## src/rtl/cacheline_adapter.sv

```systemverilog
// Cache dfp-port responder: turns each 256-bit line read/write into a 4-beat burst
// on the burst-memory port. One line transaction is in flight at a time.
module cacheline_adapter #(
    parameter int unsigned LINE_WIDTH = 256,
    parameter int unsigned BEAT_WIDTH = 64
) (
    input  logic                  clk,
    input  logic                  rst,
    input  logic [31:0]           i_dfp_addr,
    input  logic                  i_dfp_read,
    input  logic                  i_dfp_write,
    input  logic [LINE_WIDTH-1:0] i_dfp_wdata,
    output logic [LINE_WIDTH-1:0] o_dfp_rdata,
    output logic                  o_dfp_resp,
    output logic [31:0]           o_bmem_addr,
    output logic                  o_bmem_read,
    output logic                  o_bmem_write,
    output logic [BEAT_WIDTH-1:0] o_bmem_wdata,
    input  logic                  i_bmem_ready,
    input  logic [31:0]           i_bmem_raddr,
    input  logic [BEAT_WIDTH-1:0] i_bmem_rdata,
    input  logic                  i_bmem_rvalid
);

    localparam int unsigned ADDR_W = 32;
    localparam int unsigned BEATS  = LINE_WIDTH / BEAT_WIDTH;
    localparam int unsigned CNT_W  = (BEATS > 1) ? $clog2(BEATS) : 1;
    localparam int unsigned OFF_W  = $clog2(LINE_WIDTH / 8);
    localparam int unsigned LAST   = BEATS - 1;

    typedef enum logic [2:0] {
        IDLE,
        RD_REQ,
        RD_DATA,
        WR_DATA,
        DONE,
        GAP
    } state_t;

    state_t                r_state;
    logic [CNT_W-1:0]      r_cnt;
    logic [ADDR_W-1:0]     r_addr;
    logic [LINE_WIDTH-1:0] r_line;
    logic [LINE_WIDTH-1:0] r_rdata;
    logic                  r_resp;

    state_t                w_state_nxt;
    logic [CNT_W-1:0]      w_cnt_nxt;
    logic [ADDR_W-1:0]     w_addr_nxt;
    logic [LINE_WIDTH-1:0] w_line_nxt;
    logic [LINE_WIDTH-1:0] w_rdata_nxt;
    logic                  w_resp_nxt;
    logic                  w_bmem_read;
    logic                  w_bmem_write;
    logic                  w_beat_ok;
    logic                  w_unused_offset;

    // Line offset bits are dropped: bursts are always line aligned.
    assign w_unused_offset = ^i_dfp_addr[OFF_W-1:0];

    // Next-state and datapath; command strobes depend on this cycle's i_bmem_ready.
    always_comb begin
        w_state_nxt  = r_state;
        w_cnt_nxt    = r_cnt;
        w_addr_nxt   = r_addr;
        w_line_nxt   = r_line;
        w_rdata_nxt  = r_rdata;
        w_resp_nxt   = 1'b0;
        w_bmem_read  = 1'b0;
        w_bmem_write = 1'b0;
        w_beat_ok    = 1'b0;
        case (r_state)
            IDLE: begin
                if (i_dfp_write) begin
                    w_addr_nxt  = {i_dfp_addr[ADDR_W-1:OFF_W], OFF_W'(0)};
                    w_line_nxt  = i_dfp_wdata;
                    w_cnt_nxt   = '0;
                    w_state_nxt = WR_DATA;
                end else if (i_dfp_read) begin
                    w_addr_nxt  = {i_dfp_addr[ADDR_W-1:OFF_W], OFF_W'(0)};
                    w_cnt_nxt   = '0;
                    w_state_nxt = RD_REQ;
                end
            end
            RD_REQ: begin
                if (i_bmem_ready) begin
                    w_bmem_read = 1'b1;
                    w_cnt_nxt   = '0;
                    w_state_nxt = RD_DATA;
                end
            end
            RD_DATA: begin
                w_beat_ok = i_bmem_rvalid && (i_bmem_raddr == r_addr);
                if (w_beat_ok) begin
                    w_line_nxt[int'(r_cnt)*BEAT_WIDTH +: BEAT_WIDTH] = i_bmem_rdata;
                    w_cnt_nxt = r_cnt + CNT_W'(1);
                    if (r_cnt == CNT_W'(LAST)) begin
                        w_rdata_nxt = w_line_nxt;
                        w_resp_nxt  = 1'b1;
                        w_state_nxt = DONE;
                    end
                end
            end
            WR_DATA: begin
                // Only the first beat waits for ready; the rest stream back to back.
                w_bmem_write = i_bmem_ready || (r_cnt != '0);
                if (w_bmem_write) begin
                    w_cnt_nxt = r_cnt + CNT_W'(1);
                    if (r_cnt == CNT_W'(LAST)) begin
                        w_resp_nxt  = 1'b1;
                        w_state_nxt = DONE;
                    end
                end
            end
            DONE:    w_state_nxt = GAP;
            GAP:     w_state_nxt = IDLE;
            default: w_state_nxt = IDLE;
        endcase
    end

    always_ff @(posedge clk) begin
        if (rst) begin
            r_state <= IDLE;
            r_cnt   <= '0;
            r_addr  <= '0;
            r_line  <= '0;
            r_rdata <= '0;
            r_resp  <= 1'b0;
        end else begin
            r_state <= w_state_nxt;
            r_cnt   <= w_cnt_nxt;
            r_addr  <= w_addr_nxt;
            r_line  <= w_line_nxt;
            r_rdata <= w_rdata_nxt;
            r_resp  <= w_resp_nxt;
        end
    end

    assign o_dfp_rdata  = r_rdata;
    assign o_dfp_resp   = r_resp;
    assign o_bmem_addr  = r_addr;
    assign o_bmem_read  = w_bmem_read;
    assign o_bmem_write = w_bmem_write;
    assign o_bmem_wdata = r_line[int'(r_cnt)*BEAT_WIDTH +: BEAT_WIDTH];

endmodule
```

## config.mk

```make
export PLATFORM = sky130hd
export DESIGN_NAME = cacheline_adapter
export DESIGN_NICKNAME = d
export VERILOG_FILES = /design/src/rtl/cacheline_adapter.sv
export SDC_FILE = /design/constraint.sdc
export NUM_CORES = 2
export LEC_CHECK = 0
export ABC_AREA = 1
export CAP_MARGIN = 15
export CELL_PAD_IN_SITES_DETAIL_PLACEMENT = 1
export CELL_PAD_IN_SITES_GLOBAL_PLACEMENT = 1
export CORE_ASPECT_RATIO = 0.9
export CORE_MARGIN = 2
export CORE_UTILIZATION = 35
export DETAILED_ROUTE_END_ITERATION = 8
export GPL_TIMING_DRIVEN = 0
export PLACE_DENSITY_LB_ADDON = 0.1
export RECOVER_POWER = 100
export SYNTH_ARGS = -nofsm -noshare
export SYNTH_HDL_FRONTEND = slang
export SYNTH_SLANG_ARGS = --single-unit
```

## constraint.sdc

```tcl
create_clock -name clk -period 3.8 [get_ports clk]
set_clock_uncertainty 0.2 [all_clocks]
set_input_delay 0.76 -clock clk [delete_from_list [all_inputs] [get_ports clk]]
set_output_delay 0.76 -clock clk [all_outputs]
set_load 0.02 [all_outputs]
```

==> summary.md <==
| Metric | Value |
|---|---|
| Netlist Area Pre-Place | 32010 µm² |
| Port buffer count | 733 |
| Crit-path slowest cell | clkdlybuf4s50_1 |
| Max Freq | 0.2628 GHz |
| Global-route usage over all layers | 38.96% |
| Status | complete, but fails checks |
| Violated checks | negative setup slack |
| Max FO, Critical Path | 10 |
| GRT overflow | 0 |
| Worst setup EP type | primary output |
| Post-Syn Area per Cell | 6.006 µm² |
| Clock power frac | 22.4% |
| Setup crit start | r_cnt[0] |
| Vias in the first global route | 38970 |
| Wirelength per Cell | 25.55 µm |
| Worst slew margin | 30.96% |
| RSZ-0062 raised after global routing | true |
| Critical path class | reg -> out |
| Final Max Tran Viols | 0 |
| P_leak | 19.53 nW |
| Die H | 290.9 µm |
| Die width | 322.8 µm |
| Register area | 10910 µm² |
| Number of setup violations in the final report | 1 |
| GR Util met3 | 8.154% |
| # IOs | 745 |
| # hold bufs at CTS | 0 |
| Register bit total from synthesis | 545 |
| Share of layout cells above drive strength 1 | 5.757% |
| Clock sink count | 545 |
| Die ar. | 93890 µm² |
| Cell row count | 105 |
| DRC errors left | 0 |
| Layout fillers | 12210 |
| Sequential share of power | 24.7% |
| YS warnings | 0 |
| DRT antenna net count | 0 |
| HP Class | reg -> reg |
| Vias after detailed routing | 40030 |
| Multi-input gate area | 14920 µm² |
| Placement Setup Slack | -0.9458 ns |
| 1st-iter DRT viols | 3995 |
| Commonest non-fill, non-tap cells in the layout | nand2_1 (1252), inv_1 (1160), dfxtp_1 (544) |
| Commonest non-fill, non-tap cell in the layout | nand2_1 |
| Largest net degree at the start of global routing | 20 |
| Starting density of the core | 35.21% |
| Maximum VDD drop | 0.4521 mV |
| Worst R2R Start | r_cnt[0] |
| Max Cap Viol | 0 |
| Hold_ws | 0.2666 ns |
| Tmin final | 3.805 ns |
| Startpoint types | flop |
| Top cell by count, worst path | clkbuf_8 |
| Switch Pwr | 15.15 mW |
| Arrival time worst endpoint | 2.85 ns |
| First-pass GRT wire length | 267.6 mm |
| GR Util met2 | 60.98% |
| Nets | 6549 |
| Worst-margin pin slew | 1.036 ns |
| Initial antenna violation count | 15 |
| Combinational fraction of design power | 52.9% |
| Vias per inst | 5.376 |
| GRT Max-Usage Layer | met2 |
| Post-Syn Instances | 5329 |
| Count of cell types in the netlist | 32 |
| Clock transition at path regs | 0.07 ns |
| Final WL | 190.2 mm |
| M1 GR Usage | 50.88% |
| Worst hold start | r_line[116] |
| Seq/Total Area, Yosys | 34.09% |
| Core area | 90910 µm² |
| WP data required | 2.84 ns |
| Max stage delay on crit path | 0.67 ns |
| CTS tree | done |
| Final hold vios | 0 |
| P per Cell Area | 694.7 nW/µm² |
| Hpwl dp | 146.4 mm |
| H-Tree Depth | 3 |
| Clk_lat worst skew | 0.63 ns |
| Crit-path cells | clkinv_2, clkbuf_2, clkbuf_8, clkbuf_8, nand2_1, a21oi_1, clkdlybuf4s50_1 |
| RD Place Congestion | 0.9576 |
| CTS buffer count | 68 |
| Switching share of power | 49.86% |
| Hold Crit Depth | 2 |
| 1st-pass router iterations | 5 |
| CTS root buffer | clkbuf_16 |
| Setup slack after layout | -0.005328 ns |
| Reg-to-reg setup timing slack | 0.04 ns |
| Number of cells on the worst reg-to-reg path | 14 |
| Clock Path Buffers | 3 |
| Period utilisation layout | 100.1% |
| Layout area overhead | 36.65% |
| Pint | 15.24 mW |
final cells by class:
type / instances / share of cell area, %
Antenna cell: 15 / 0.08582
Buffer: 423 / 4.783
Clock buffer: 100 / 4.660
Clock inverter: 18 / 0.4348
Inverter: 1165 / 10.01
Multi-Input combinational cell: 3199 / 34.10
Sequential cell: 545 / 24.95
Tap cell: 1230 / 3.519
Timing Repair Buffer: 751 / 17.46
power by group through the flow:
stage / Sequential, mW / Clock, mW / Combinational [mW]
CTS: 7.45 / 6.83 / 15.6
global placement: 7.54 / 0 / 15.1
floorplan: 7.38 / 0 / 8.30
finish: 7.51 / 6.80 / 16.1
detailed placement: 7.56 / 0 / 15.5
global route: 7.58 / 7.02 / 16.8
worst max-delay path, delay by kind of cell, from the launching register on:
kind | cells | cell delay, ns
buffers and inverters | 5 | 1.54
DFF | 1 | 0.37
AOI/OAI and AO/OA | 1 | 0.23
and+or+nand+nor | 1 | 0.07
per-layer routing:
metal	up-vias	share of wire (%)
met4	2	5.1
met1	19290	41
li1	18400	-
met3	407	9.2
met5	-	0.0068
met2	1932	44
through the flow:
stage	total power, mW	setup TNS [ns]	area (µm²)	utilization [%]	instances
2_1_floorplan	15.68	0	32020	-	5333
3_3_place_gp	22.68	-421.91	40900	44.99	7296
3_5_place_dp	23.08	-186.87	41190	45.30	7312
4_1_cts	29.87	-0.2929	43600	47.96	7431
5_1_grt	31.44	-0.06697	43720	48.10	7440
6_report	30.39	-0.005328	43740	48.11	7446
sequential cells by signal, indices dropped and copies added, names as in the netlist:
name and flops:
r_state 3, o_dfp_rdata 256, r_cnt 2, o_bmem_addr 27
r_line 256, o_dfp_resp 1
cell usage after synthesis:
| master | number | share of area [%] |
|---|---|---|
| inv_2 | 3 | 0.035 |
| buf_6 | 14 | 0.49 |
| nor2_2 | 1 | 0.020 |
| a21oi_1 | 480 | 7.5 |
| ha_1 | 6 | 0.23 |
| conb_1 | 1 | 0.012 |
| nor3_1 | 1 | 0.016 |
| o21ai_0 | 348 | 5.4 |
| nor2_1 | 293 | 3.4 |
| or2_1 | 1 | 0.020 |
| buf_4 | 14 | 0.33 |
| o31ai_1 | 1 | 0.023 |
| nand3b_1 | 5 | 0.12 |
| o21ai_1 | 9 | 0.14 |
| clkbuf_1 | 194 | 2.3 |
| dfxtp_1 | 545 | 34 |
| o22ai_1 | 256 | 5.0 |
| nor4_1 | 1 | 0.020 |
| or2_2 | 1 | 0.020 |
| inv_4 | 1 | 0.020 |
| nand4_1 | 261 | 5.1 |
| xnor2_1 | 5 | 0.14 |
| buf_1 | 74 | 0.87 |
| inv_1 | 1160 | 14 |
| nand2_1 | 1252 | 15 |
| nand2_2 | 2 | 0.039 |
| xor2_1 | 2 | 0.055 |
| nor2_8 | 1 | 0.063 |
| nand3_1 | 267 | 4.2 |
| buf_2 | 128 | 2.0 |
| clkinv_1 | 1 | 0.012 |
| and2_1 | 1 | 0.020 |
cell families (layout without fill, tap and decap cells):
logic type | count (synthesis) | count (layout) | synth area share, %
AND/OR/NAND/NOR | 2087 | 2087 | 27.73
buffers and inverters | 1589 | 2457 | 19.63
AO/OA/AOI/OAI | 1094 | 1094 | 18.11
flip-flops | 545 | 545 | 34.09
XOR/XNOR | 7 | 7 | 0.1915
adder cells (fa/ha/maj) | 6 | 6 | 0.2345
other | 1 | 20 | 0.01172
repair_timing:
item	CTS	global route
pin swaps	0	0
gates resized for setup	136	50
setup endpoints to repair	463	125
setup buffers	2	0
final timing paths:
| path | end |
|---|---|
| setup / recovery | o_bmem_wdata[10] |
| hold / removal | r_line[116] |
| setup reg to reg | r_line[34] |
| hold reg to reg | r_line[116] |
No activity file was read; power rests on OpenSTA's default activity.
